[config.mk]
export PLATFORM = sky130hd
export DESIGN_NAME = pipeline_hazard_ctrl_flat
export DESIGN_NICKNAME = d
export VERILOG_FILES = /design/src/rtl/pipeline_hazard_ctrl_if.sv /design/src/rtl/pipeline_hazard_ctrl.sv /design/src/flat_wrapper.sv
export SDC_FILE = /design/constraint.sdc
export NUM_CORES = 1
export LEC_CHECK = 0
export CORE_ASPECT_RATIO = 1.5
export CORE_UTILIZATION = 35
export CTS_CLUSTER_DIAMETER = 30
export DETAILED_ROUTE_END_ITERATION = 12
export GPL_TIMING_DRIVEN = 0
export PLACE_DENSITY = 0.67
export SKIP_CTS_REPAIR_TIMING = 1
export SLEW_MARGIN = 20
export SYNTH_ARGS = -nofsm -noshare
export SYNTH_HDL_FRONTEND = slang
export SYNTH_SLANG_ARGS = --single-unit
[constraint.sdc]
create_clock -name clk -period 1.6 [get_ports clk]
set_clock_uncertainty 0.05 [all_clocks]
set_input_delay 0.32 -clock clk [delete_from_list [all_inputs] [get_ports clk]]
set_output_delay 0.32 -clock clk [all_outputs]
set_load 0.05 [all_outputs]
[src/rtl/pipeline_hazard_ctrl_if.sv]
`default_nettype none
// ============================================================================
//  Module   : pipeline_hazard_ctrl_if
//  Purpose  : Bundles the ID/EX/MEM hazard inputs and the pipeline-register
//             enables/flushes exchanged with pipeline_hazard_ctrl.
//  Modports : master - pipeline datapath (drives hazard info, takes enables)
//             slave  - hazard controller (takes hazard info, drives enables)
//  Revision : 1.0  initial release
// ============================================================================
interface pipeline_hazard_ctrl_if #(
  parameter int REG_W = 5,
  parameter int CNT_W = 16
);
  // Hazard information from the datapath
  logic [REG_W-1:0] idRs;
  logic [REG_W-1:0] idRt;
  logic             idUseRs;
  logic             idUseRt;
  logic             idJump;
  logic             exMemRead;
  logic             exRegWrite;
  logic [REG_W-1:0] exRd;
  logic             exBranchTaken;
  logic             dmemReq;
  logic             dmemReady;

  // Enables, flushes and status back to the datapath
  logic             pcWrite;
  logic             ifIdWrite;
  logic             ifIdFlush;
  logic             idExFlush;
  logic             freeze;
  logic             memTimeout;
  logic [CNT_W-1:0] stallCount;

  modport master (
    output idRs, idRt, idUseRs, idUseRt, idJump, exMemRead, exRegWrite,
           exRd, exBranchTaken, dmemReq, dmemReady,
    input  pcWrite, ifIdWrite, ifIdFlush, idExFlush, freeze, memTimeout,
           stallCount
  );

  modport slave (
    input  idRs, idRt, idUseRs, idUseRt, idJump, exMemRead, exRegWrite,
           exRd, exBranchTaken, dmemReq, dmemReady,
    output pcWrite, ifIdWrite, ifIdFlush, idExFlush, freeze, memTimeout,
           stallCount
  );
endinterface
`default_nettype wire

[src/rtl/pipeline_hazard_ctrl.sv]
`default_nettype none
// ============================================================================
//  Module   : pipeline_hazard_ctrl
//  Purpose  : Hazard and stall sequencer for the 5-stage MIPS pipeline.
//             Produces PC / IF-ID write enables and IF-ID / ID-EX flushes for
//             load-use stalls and branch/jump redirects, freezes the whole
//             pipeline while data memory withholds ready, flags an overlong
//             memory wait and counts stalled cycles.
//  Ports    : clk   - clock, rising edge
//             rstN  - asynchronous active-low reset
//             bus   - pipeline_hazard_ctrl_if.slave (hazard inputs in,
//                     pcWrite/ifIdWrite/ifIdFlush/idExFlush/freeze/
//                     memTimeout/stallCount out)
//  Revision : 1.0  initial release
// ============================================================================
module pipeline_hazard_ctrl #(
  parameter int REG_W   = 5,
  parameter int TIMEOUT = 64,
  parameter int CNT_W   = 16
) (
  input  wire logic            clk,
  input  wire logic            rstN,
  pipeline_hazard_ctrl_if.slave bus
);

  localparam int                  c_WAIT_W       = $clog2(TIMEOUT + 1);
  localparam logic [c_WAIT_W-1:0] c_TIMEOUT      = c_WAIT_W'(TIMEOUT);
  localparam logic [c_WAIT_W-1:0] c_TIMEOUT_LAST = c_WAIT_W'(TIMEOUT - 1);

  typedef enum logic [0:0] {
    RUN      = 1'b0,
    MEM_WAIT = 1'b1
  } state_t;

  state_t              r_state;
  logic [c_WAIT_W-1:0] r_waitCnt;
  logic                r_memTimeout;
  logic [CNT_W-1:0]    r_stallCount;

  logic [REG_W-1:0] w_idRs;
  logic [REG_W-1:0] w_idRt;
  logic [REG_W-1:0] w_exRd;
  logic             w_freeze;
  logic             w_loadUse;
  logic             w_pcWrite;
  logic             w_ifIdWrite;
  logic             w_ifIdFlush;
  logic             w_idExFlush;

  assign w_idRs = bus.idRs;
  assign w_idRt = bus.idRt;
  assign w_exRd = bus.exRd;

  // In MEM_WAIT the access is already in flight, so only ready matters.
  assign w_freeze = (r_state == MEM_WAIT) ? ~bus.dmemReady
                                          : (bus.dmemReq & ~bus.dmemReady);

  // Writes to $zero never create a dependency.
  assign w_loadUse = bus.exMemRead & bus.exRegWrite & (w_exRd != {REG_W{1'b0}}) &
                     ((bus.idUseRs & (w_idRs == w_exRd)) |
                      (bus.idUseRt & (w_idRt == w_exRd)));

  always_comb begin
    w_pcWrite   = 1'b1;
    w_ifIdWrite = 1'b1;
    w_ifIdFlush = 1'b0;
    w_idExFlush = 1'b0;
    if (w_freeze) begin
      // Every stage register holds; redirects are taken once memory answers.
      w_pcWrite   = 1'b0;
      w_ifIdWrite = 1'b0;
    end else if (bus.exBranchTaken) begin
      // The dependent instruction is squashed, so load-use no longer matters.
      w_ifIdFlush = 1'b1;
      w_idExFlush = 1'b1;
    end else if (w_loadUse) begin
      w_pcWrite   = 1'b0;
      w_ifIdWrite = 1'b0;
      w_idExFlush = 1'b1;
    end else if (bus.idJump) begin
      w_ifIdFlush = 1'b1;
    end
  end

  // Combinational enables are masked while reset is asserted so they read
  // as their reset values immediately, without waiting for a clock.
  assign bus.pcWrite    = rstN & w_pcWrite;
  assign bus.ifIdWrite  = rstN & w_ifIdWrite;
  assign bus.ifIdFlush  = rstN & w_ifIdFlush;
  assign bus.idExFlush  = rstN & w_idExFlush;
  assign bus.freeze     = rstN & w_freeze;
  assign bus.memTimeout = r_memTimeout;
  assign bus.stallCount = r_stallCount;

  always_ff @(posedge clk or negedge rstN) begin
    if (!rstN) begin
      r_state      <= RUN;
      r_waitCnt    <= '0;
      r_memTimeout <= 1'b0;
      r_stallCount <= '0;
    end else begin
      case (r_state)
        RUN:      if (bus.dmemReq & ~bus.dmemReady) r_state <= MEM_WAIT;
        MEM_WAIT: if (bus.dmemReady)                r_state <= RUN;
        default:                                    r_state <= RUN;
      endcase

      if (w_freeze) begin
        if (r_waitCnt != c_TIMEOUT) begin
          r_waitCnt <= r_waitCnt + 1'b1;
        end
        // Sets on the edge that brings the count to TIMEOUT; sticky after.
        if (r_waitCnt >= c_TIMEOUT_LAST) begin
          r_memTimeout <= 1'b1;
        end
      end else begin
        r_waitCnt <= '0;
      end

      if (!w_pcWrite && (r_stallCount != {CNT_W{1'b1}})) begin
        r_stallCount <= r_stallCount + 1'b1;
      end
    end
  end

endmodule
`default_nettype wire

[src/flat_wrapper.sv]
// flat-port wrapper written by rule: the top's interface ports become plain ports
module pipeline_hazard_ctrl_flat 
#(
  parameter int REG_W   = 5,
  parameter int TIMEOUT = 64,
  parameter int CNT_W   = 16
)
  (clk, rstN, bus_idRs, bus_idRt, bus_idUseRs, bus_idUseRt, bus_idJump, bus_exMemRead, bus_exRegWrite, bus_exRd, bus_exBranchTaken, bus_dmemReq, bus_dmemReady, bus_pcWrite, bus_ifIdWrite, bus_ifIdFlush, bus_idExFlush, bus_freeze, bus_memTimeout, bus_stallCount);
  pipeline_hazard_ctrl_if #(.REG_W(REG_W), .CNT_W(CNT_W)) bus_i ();
  input  wire logic clk;
  input  wire logic rstN;
  input wire logic [$bits(bus_i.idRs)-1:0] bus_idRs;
  input wire logic [$bits(bus_i.idRt)-1:0] bus_idRt;
  input wire logic [$bits(bus_i.idUseRs)-1:0] bus_idUseRs;
  input wire logic [$bits(bus_i.idUseRt)-1:0] bus_idUseRt;
  input wire logic [$bits(bus_i.idJump)-1:0] bus_idJump;
  input wire logic [$bits(bus_i.exMemRead)-1:0] bus_exMemRead;
  input wire logic [$bits(bus_i.exRegWrite)-1:0] bus_exRegWrite;
  input wire logic [$bits(bus_i.exRd)-1:0] bus_exRd;
  input wire logic [$bits(bus_i.exBranchTaken)-1:0] bus_exBranchTaken;
  input wire logic [$bits(bus_i.dmemReq)-1:0] bus_dmemReq;
  input wire logic [$bits(bus_i.dmemReady)-1:0] bus_dmemReady;
  output wire logic [$bits(bus_i.pcWrite)-1:0] bus_pcWrite;
  output wire logic [$bits(bus_i.ifIdWrite)-1:0] bus_ifIdWrite;
  output wire logic [$bits(bus_i.ifIdFlush)-1:0] bus_ifIdFlush;
  output wire logic [$bits(bus_i.idExFlush)-1:0] bus_idExFlush;
  output wire logic [$bits(bus_i.freeze)-1:0] bus_freeze;
  output wire logic [$bits(bus_i.memTimeout)-1:0] bus_memTimeout;
  output wire logic [$bits(bus_i.stallCount)-1:0] bus_stallCount;
  assign bus_i.idRs = bus_idRs;
  assign bus_i.idRt = bus_idRt;
  assign bus_i.idUseRs = bus_idUseRs;
  assign bus_i.idUseRt = bus_idUseRt;
  assign bus_i.idJump = bus_idJump;
  assign bus_i.exMemRead = bus_exMemRead;
  assign bus_i.exRegWrite = bus_exRegWrite;
  assign bus_i.exRd = bus_exRd;
  assign bus_i.exBranchTaken = bus_exBranchTaken;
  assign bus_i.dmemReq = bus_dmemReq;
  assign bus_i.dmemReady = bus_dmemReady;
  assign bus_pcWrite = bus_i.pcWrite;
  assign bus_ifIdWrite = bus_i.ifIdWrite;
  assign bus_ifIdFlush = bus_i.ifIdFlush;
  assign bus_idExFlush = bus_i.idExFlush;
  assign bus_freeze = bus_i.freeze;
  assign bus_memTimeout = bus_i.memTimeout;
  assign bus_stallCount = bus_i.stallCount;
  pipeline_hazard_ctrl #(.REG_W(REG_W), .TIMEOUT(TIMEOUT), .CNT_W(CNT_W)) u_core (.clk(clk), .rstN(rstN), .bus(bus_i));
endmodule
==> run metrics, run 1 <==
status=finished with violations; Max Cap Viol=0; kind of end point of the critical path=output port; CP cell instances=buf_8 -> or3_4 -> o311a_4 -> a31oi_4 -> buf_6 -> buf_8; cells after synthesis=141; Avg WL per Cell=14.1 um; Final Max Slew Viols=0; row count=27; # IOs=47; area leader, netlist=dfrtp_1; CP max stage delay=0.40 ns; Yosys cell types=33; Worst Path Max Fanout=3; FF-to-FF setup slack=-0.20 ns; leakage=0.00132 uW; root buf cell=clkbuf_8; All-Layer GR Usage=16.6%; final WL=3.52 mm; DRC violation total after the first TritonRoute iteration=30; htree depth=1; Ys Warns=0; relative slew slack=59.0%; Post-Syn Area per Cell=9.97 um^2; Max IR drop VDD=790 uV; Switching Fraction=42.2%; worst skew pair latency=0.26 ns; ys flop type=dfrtp_1; core area=3750 um^2; GPL Wtd Cong=0.766; RSZ-0062 raised after global routing=yes; worst endpoint required time=1.23 ns; 1st-pass router iterations=4; fillers=299; fin crit share=125%; most frequent cells in the layout=dlymetal6s2s_1 (26), xor2_1 (16), dfrtp_1 (13), buf_4 (12), dfrtp_2 (12); Area growth syn-to-layout=71.8%; Setup-failing EPs final=21; fraction of registers with async set or reset after synthesis=100%; fin util=64.4%; Hold Vio Cnt, Final=0; ANT cells=0; Worst path slowest cell=o311a_4; clk sinks=25; register area=641 um^2; Synth top area share=44.5%; post-synth net total=169; switching power=1010 uW; Final ANT Viol Nets=0; initial antenna violation count=0; TritonCTS buffer count=3; Post-synth EDFFs=0; top cells by area, synth=dfrtp_1 (45%), xor2_1 (10%), xnor2_1 (8.1%); Worst setup SP type=input pin; Starting Density=37.5%; sequential area share after synthesis=44.5%; Multi-input gate area=960 um^2; clk slew on worst S/H paths=0.08 ns; routed vias/inst=5.00; Clock power frac=15.6%; CTS max path bufs=2; worst hold path class=in2async; wire length of the first global-routing pass=5.29 mm; Final WS setup=-0.406 ns; largest net degree at the start of global routing=28; power after layout=2390 uW; grt total ovfl=0; Gate power share=45.8%; Reg power frac=38.6%; Max Fclk=499 MHz; internal power=1380 uW; Worst path most repeated cell=buf_8; commonest non-fill, non-tap cell in the layout=dlymetal6s2s_1; Die ar.=4280 um^2; worst setup path category=in2out; top cell family by delay on the critical path=compound AO/OA/AOI/OAI gates; Worst-Margin Slew=0.615 ns; Synth Cell Area=1410 um^2; Final #Nets=235; post-route DRC violation count=0; CTS tree=yes; Final HPWL DP=2.54 mm; failing checks=setup timing; Die H=79.6 um; I/O Buffers=46; Vias=1246; ratio of total power to cell area=991 nW/um^2; Horiz. Die Dim=53.7 um; FF+latch count, synth=25; vias in the first global route=1212; Period minus WS final=2.01 ns; arrival time of the worst setup path=1.64 ns; layout cells sized above 1=41.7%; CP Buf/Inv Count=3
flip-flops by register name, summed over array words and instances, names as in the netlist:
signal	flops
u_core.bus.stallCount	16
u_core.r_waitCnt	7
u_core.bus.memTimeout	1
u_core.r_state	1
power groups by stage:
stage | registers [uW] | logic (uW) | clock network [uW]
after floorplan | 1300 | 303 | 0
after global placement | 932 | 1040 | 0
after detailed placement | 941 | 1050 | 0
after CTS | 929 | 1050 | 378
after global routing | 944 | 1150 | 410
final | 923 | 1090 | 373
metal layers:
layer  track usage [%]  part of all wire, %  wire (um)  up-vias
li1                  -                    -          -      613
met1              17.2                   39       1370      586
met2              31.0                   55       1930       45
met3              3.05                  5.5        193        2
met4              6.05                 0.77         27        0
met5                 0                    0          0        -
path summary, 6_finish.rpt:
check / from / end / cells past startpoint
setup / recovery: bus_exRd[3] / bus_pcWrite / 6
hold reg to reg: u_core.bus.memTimeout / u_core.bus.memTimeout / 1
min in group clk: u_core.bus.memTimeout / u_core.bus.memTimeout / 1
setup reg to reg: u_core.bus.stallCount[1] / u_core.bus.stallCount[13] / 7
hold / removal: rstN / u_core.r_waitCnt[5] / 1
max in group asynchronous: rstN / u_core.bus.stallCount[5] / 1
stage by stage:
stage	setup TNS (ns)	setup WS (ns)	std cells	hold slack (ns)	area [um^2]
after floorplan	-5.96	-0.407	141	-0.0256	1560
after detailed placement	-21.32	-1.45	230	0.309	2070
after global routing	-6.56	-0.442	249	0.0575	2410
final	-5.91	-0.406	249	0.0114	2410
after CTS	-20.73	-1.46	234	0.0215	2110
after global placement	-30.09	-2.04	230	0.400	2070
cells by family after synthesis:
group	count (synthesis)	synth area share, %
compound gates	11	6.06
xor+xnor	29	18.1
fa+ha+maj	3	2.67
buf+inv	8	2.94
flops	25	44.5
mux	2	2.14
simple gates	63	23.6
synth_stat cells (2+ instances only):
cell / instances
and3_1: 4
nor4_1: 2
nor3b_1: 2
xnor2_1: 13
or3_1: 3
inv_1: 5
dfrtp_1: 25
nor2_1: 9
o21ai_0: 2
ha_1: 3
xor2_1: 16
a21oi_1: 5
mux2_4: 2
nand3_1: 4
nand4_1: 6
nor3_1: 10
nand2_1: 14
layout make-up:
| type | count | share of cell area, % |
|---|---|---|
| repair buffers | 62 | 27.6 |
| clock buffers | 4 | 1.87 |
| plain buffers | 2 | 1.09 |
| well taps | 43 | 2.23 |
| multi-input cells | 108 | 39.8 |
| inverters | 5 | 0.881 |
| flip-flops and latches | 25 | 26.5 |
(Power assumes the default switching activity.)
==> run 2: changes to the inputs <==
--- a/config.mk
+++ b/config.mk
@@ -11,4 +11,5 @@
 export DETAILED_ROUTE_END_ITERATION = 12
 export GPL_TIMING_DRIVEN = 0
+export HOLD_SLACK_MARGIN = 0.02
 export PLACE_DENSITY = 0.67
 export SKIP_CTS_REPAIR_TIMING = 1
--- a/constraint.sdc
+++ b/constraint.sdc
@@ -3,3 +3,3 @@
 set_input_delay 0.32 -clock clk [delete_from_list [all_inputs] [get_ports clk]]
 set_output_delay 0.32 -clock clk [all_outputs]
-set_load 0.05 [all_outputs]
+set_load 0.01 [all_outputs]
==> run 2 against run 1 <==
  * The run still ends with setup timing left
  * Combinational power decreased by 20%
  * Clock-buffer cell count unchanged
  * Final area increased by 3.0%
  * Register-to-register slack got worse by 0.02 ns
  * Power decreased by 10%
  * Critical endpoint unchanged
  * Largest cell class unchanged
==> run metrics, run 2 (synthesized netlist as in run 1, its figures left out) <==
worst skew pair latency=0.27 ns (about the same); Worst Setup SP=bus_exRd[3]; DRC violation total after the first TritonRoute iteration=27 (-10%); grt total ovfl=0 (unchanged); CTS tree=yes; Area growth syn-to-layout=76.8%; htree depth=1 (unchanged); Worst setup SP type=input pin; GPL Wtd Cong=0.748 (-2.4%); hold_ws=0.332 ns (+0.321 ns); post-route DRC violation count=0 (unchanged); TritonCTS buffer count=3 (unchanged); Die H=79.6 um (unchanged); R2R Path Start=u_core.bus.stallCount[0]; Final ANT Viol Nets=0 (unchanged); Final HPWL DP=2.32 mm (-8.6%); relative slew slack=76.4% (+17 points); ANT cells=0 (unchanged); Starting Density=37.5% (unchanged); root buf cell=clkbuf_8; leakage=0.00141 uW (+6.9%); initial antenna violation count=0 (unchanged); clk slew on worst S/H paths=0.09 ns (about the same); kind of end point of the critical path=output port; Die ar.=4280 um^2 (unchanged); layout cells sized above 1=34.7% (-7.0 points); Setup-failing EPs final=21 (unchanged); worst setup path category=in2out; most frequent cells in the layout=dlymetal6s2s_1 (31), dfrtp_1 (22), buf_4 (19), xor2_1 (16), xnor2_1 (13); final WL=3.79 mm (+7.8%); Final WS setup=-0.361 ns (+0.0448 ns); Period minus WS final=1.96 ns (-0.0448 ns); wire length of the first global-routing pass=5.16 mm (-2.5%); Vias=1332 (+6.9%); vias in the first global route=1236 (+2.0%); row count=27 (unchanged); largest net degree at the start of global routing=28 (unchanged); power after layout=2150 uW (-10%); fin crit share=123% (-2.8 points); failing checks=setup timing; fillers=285 (-4.7%); Final Max Slew Viols=0 (unchanged); max reg flops=16 (unchanged); Horiz. Die Dim=53.7 um (unchanged); status=finished with violations; # IOs=47 (unchanged); Max IR drop VDD=737 uV (-6.8%); register area=629 um^2 (-1.8%); Max Cap Viol=0 (unchanged); arrival time of the worst setup path=1.59 ns (-0.05 ns); routed vias/inst=5.14 (+2.8%); All-Layer GR Usage=16.3% (-0.28 points); core area=3750 um^2 (unchanged); commonest non-fill, non-tap cell in the layout=dlymetal6s2s_1; ratio of total power to cell area=865 nW/um^2 (-13%); I/O Buffers=46 (unchanged); Setup TNS=-5.01 ns (+0.902 ns); CTS max path bufs=2 (unchanged); worst endpoint required time=1.23 ns (about the same); worst hold path class=in2reg; clk sinks=25 (unchanged); worst hold start=bus_dmemReady; Multi-input gate area=955 um^2 (-0.52%); Max Fclk=510 MHz (+2.3%); Worst-Margin Slew=0.354 ns (-0.262 ns); 1st-pass router iterations=4 (unchanged); Avg WL per Cell=14.6 um (+3.6%); Worst Path Max Fanout=3 (unchanged); Final #Nets=245 (+4.3%); Hold Vio Cnt, Final=0 (unchanged); RSZ-0062 raised after global routing=yes
-- run 2: path summary, 6_finish.rpt --
check | endpoint | depth (start not counted) | slack, ns
max | bus_pcWrite | 6 | -0.36
min | u_core.r_state | 3 | 0.33
max reg2reg | u_core.bus.stallCount[15] | 6 | -0.22
min reg2reg | u_core.bus.memTimeout | 1 | 0.42
max in group asynchronous | u_core.bus.stallCount[5] | 3 | 0.75
min in group asynchronous | u_core.bus.stallCount[14] | 3 | 0.59
-- run 2: metal layers --
metal  vias to the layer above  GRT usage [%]  share of wire [%]  wire (um)
met5                         -              0                  0          0
li1                        639              -                  -          -
met2                        49           29.9                 55       2080
met1                       640           16.6                 37       1420
met3                         4           3.62                6.5        247
met4                         0           7.11                1.2         44
-- run 2: stage by stage --
stage                     util, %  instances  instance area, um^2  setup WS [ns]
after floorplan                 -        141                 1450         -0.212
after global placement       52.4        230                 1970          -1.56
after detailed placement     52.3        230                 1960          -1.16
after CTS                    53.5        234                 2010          -1.17
after global routing         66.3        259                 2480         -0.411
final                        66.3        259                 2480         -0.361
-- run 2: critical path, cell delays in order --
cell and delay [ns]:
buf_8 0.10, or3_4 0.38, o311a_4 0.41, a31oi_4 0.19
buf_6 0.12, buf_6 0.09
-- run 2: layout make-up --
class,instances,area share (%)
multi-input combinational,108,38.4
timing repair buffer,72,30.5
sequential,25,25.3
tap,43,2.17
clock buffer,4,1.81
buffer,2,0.906
inverter,5,0.856
-- run 2: power by group --
part / total, uW / switching (uW) / internal (uW)
sequential: 891 / 139 / 752
combinational: 876 / 354 / 522
clock: 383 / 205 / 178
total: 2150 / 698 / 1450
==> run 3: changes to the inputs <==
Settings changed: ABC_AREA set to 0, CORE_UTILIZATION 35 to 41, PLACE_DENSITY 0.67 to 0.77, SKIP_CTS_REPAIR_TIMING 1 to unset.
==> run 3 against run 2 <==
  * The flow finishes with violations (hold timing, setup timing)
  * Global-route usage is 9.1 points higher
  * Final cell count is 1.9% higher
  * Largest cell class unchanged
  * Critical path depth stayed put
  * Highest routed layer unchanged
==> run metrics, run 3 (synthesized netlist as in run 1, its figures left out) <==
relative slew slack=59.9% (-16 points); wire length of the first global-routing pass=6.96 mm (+35%); met2 routed WL=2.88 mm (+38%); hold_ws=-0.0104 ns (-0.342 ns); Area growth syn-to-layout=79.5%; GPL Wtd Cong=0.797 (+6.7%); kind of end point of the critical path=output port; post-route DRC violation count=0 (unchanged); DRC violation total after the first TritonRoute iteration=58 (+110%); # IOs=47 (unchanged); worst slack, placed=-1.63 ns (-0.475 ns); 1st-pass router iterations=4 (unchanged); Die ar.=3670 um^2 (-14%); status=finished with violations; worst setup path category=in2out; met3 WL post-DR=349 um (+41%); Starting Density=43.6% (+6.1 points); worst endpoint required time=1.23 ns (about the same); Final Max Slew Viols=0 (unchanged); M1 wire length=1.74 mm (+23%); CTS tree=yes; commonest non-fill, non-tap cell in the layout=buf_4; Max Fclk=516 MHz (+1.2%); Max Cap Viol=0 (unchanged); row count=25 (-7.4%); Multi-input gate area=1010 um^2 (+5.8%); Vias=1476 (+11%); htree depth=1 (unchanged); clk sinks=25 (unchanged); Max IR drop VDD=578 uV (-22%); worst hold path class=in2async; final WL=5.12 mm (+35%); routed vias/inst=5.59 (+8.7%); Avg WL per Cell=19.4 um (+32%); ANT cells=0 (unchanged); max reg flops=16 (unchanged); RSZ-0062 raised after global routing=yes; root buf cell=clkbuf_8; Final HPWL DP=2.46 mm (+6.3%); Worst Path Max Fanout=3 (unchanged); TritonCTS buffer count=3 (unchanged); DR top layer=met4; Inst Count DP=227 (-1.3%); Hold Vio Cnt, Final=10 (+10); All-Layer GR Usage=25.4% (+9.1 points); most frequent cells in the layout=buf_4 (26), dfrtp_1 (25), xor2_1 (16), dlymetal6s2s_1 (12), xnor2_1 (11); grt total ovfl=0 (unchanged); largest net degree at the start of global routing=28 (unchanged); CTS max path bufs=2 (unchanged); vias in the first global route=1468 (+19%); clk slew on worst S/H paths=0.09 ns (about the same); Horiz. Die Dim=49.8 um (-7.3%); fin crit share=121% (-1.5 points); ratio of total power to cell area=913 nW/um^2 (+5.5%); Period minus WS final=1.94 ns (-0.0240 ns); Worst-Margin Slew=0.601 ns (+0.247 ns); layout cells sized above 1=43.3% (+8.6 points); arrival time of the worst setup path=1.57 ns (-0.02 ns); I/O Buffers=46 (unchanged); Worst setup SP type=input pin; Final WS setup=-0.337 ns (+0.0240 ns); Setup-failing EPs final=24 (+14%); power after layout=2300 uW (+7.1%); fillers=206 (-28%); core area=3220 um^2 (-14%); worst skew pair latency=0.27 ns (about the same); Final #Nets=253 (+3.3%); register area=626 um^2 (-0.60%); initial antenna violation count=0 (unchanged); leakage=0.00130 uW (-7.9%); Die H=73.7 um (-7.4%); Final ANT Viol Nets=0 (unchanged); failing checks=hold timing, setup timing; Cell Count, Final, Fillers Out=264 (+1.9%)
-- run 3: cell count changes in the layout (fill, tap and decap cells not counted), moves of 4 or more --
cell            change
buf_4               +7
clkbuf_2            +6
dlygate4sd2_1       +7
dlymetal6s2s_1     -19
buf_2               +4
nor3_4              +4
nor3_2              -4
-- run 3: worst max-delay path, cell delays in order --
cell     delay [ns]
buf_8          0.10
or3_4          0.37
o311a_4        0.36
a31oi_4        0.21
buf_6          0.12
buf_6          0.08
-- run 3: worst paths after layout --
| kind | startpoint | end | slack, ns | cells after the start |
|---|---|---|---|---|
| setup / recovery | bus_exRd[3] | bus_pcWrite | -0.34 | 6 |
| hold / removal | rstN | u_core.bus.stallCount[13] | -0.01 | 1 |
| setup reg to reg | u_core.bus.stallCount[1] | u_core.bus.stallCount[15] | -0.31 | 7 |
| hold reg to reg | u_core.bus.memTimeout | u_core.bus.memTimeout | 0.43 | 1 |
| max in group asynchronous | rstN | u_core.r_waitCnt[6] | 1.11 | 1 |
| min in group clk | u_core.bus.memTimeout | u_core.bus.memTimeout | 0.43 | 1 |
-- run 3: metrics by stage --
stage | cell area, um^2 | util, % | TNS (ns)
2_1_floorplan | 1450 | - | -3.17
3_3_place_gp | 1960 | 60.9 | -22.97
3_5_place_dp | 1960 | 60.9 | -25.98
4_1_cts | 2280 | 70.8 | -5.06
5_1_grt | 2520 | 78.3 | -6.22
6_report | 2520 | 78.3 | -5.16
-- run 3: where the power goes --
| group | leakage, uW | internal (uW) | switching (uW) |
|---|---|---|---|
| registers | 0.000322 | 746 | 151 |
| logic | 0.000949 | 566 | 455 |
| clock network | 0.0000255 | 175 | 209 |
| total | 0.00130 | 1490 | 815 |
-- run 3: repair_timing --
action,4_1_cts,5_1_grt
gates cloned,1,0
pin swaps,27,37
hold endpoints to repair,25,0
gates resized for setup,94,63
buffers inserted,26,7
setup endpoints to repair,34,30
-- run 3: cell type report --
type | count | share of cell area (%)
Buffer | 2 | 1.24
Clock buffer | 3 | 1.64
Clock inverter | 1 | 0.198
Inverter | 5 | 0.843
Multi-Input combinational cell | 108 | 40.0
Sequential cell | 25 | 24.8
Tap cell | 40 | 1.98
Timing Repair Buffer | 80 | 29.3
-- run 3: metal layers --
layer / GRT usage [%] / vias to the layer above
met5: 0 / -
met3: 1.45 / 15
li1: - / 653
met4: 7.94 / 0
met1: 28.3 / 715
met2: 50.3 / 93
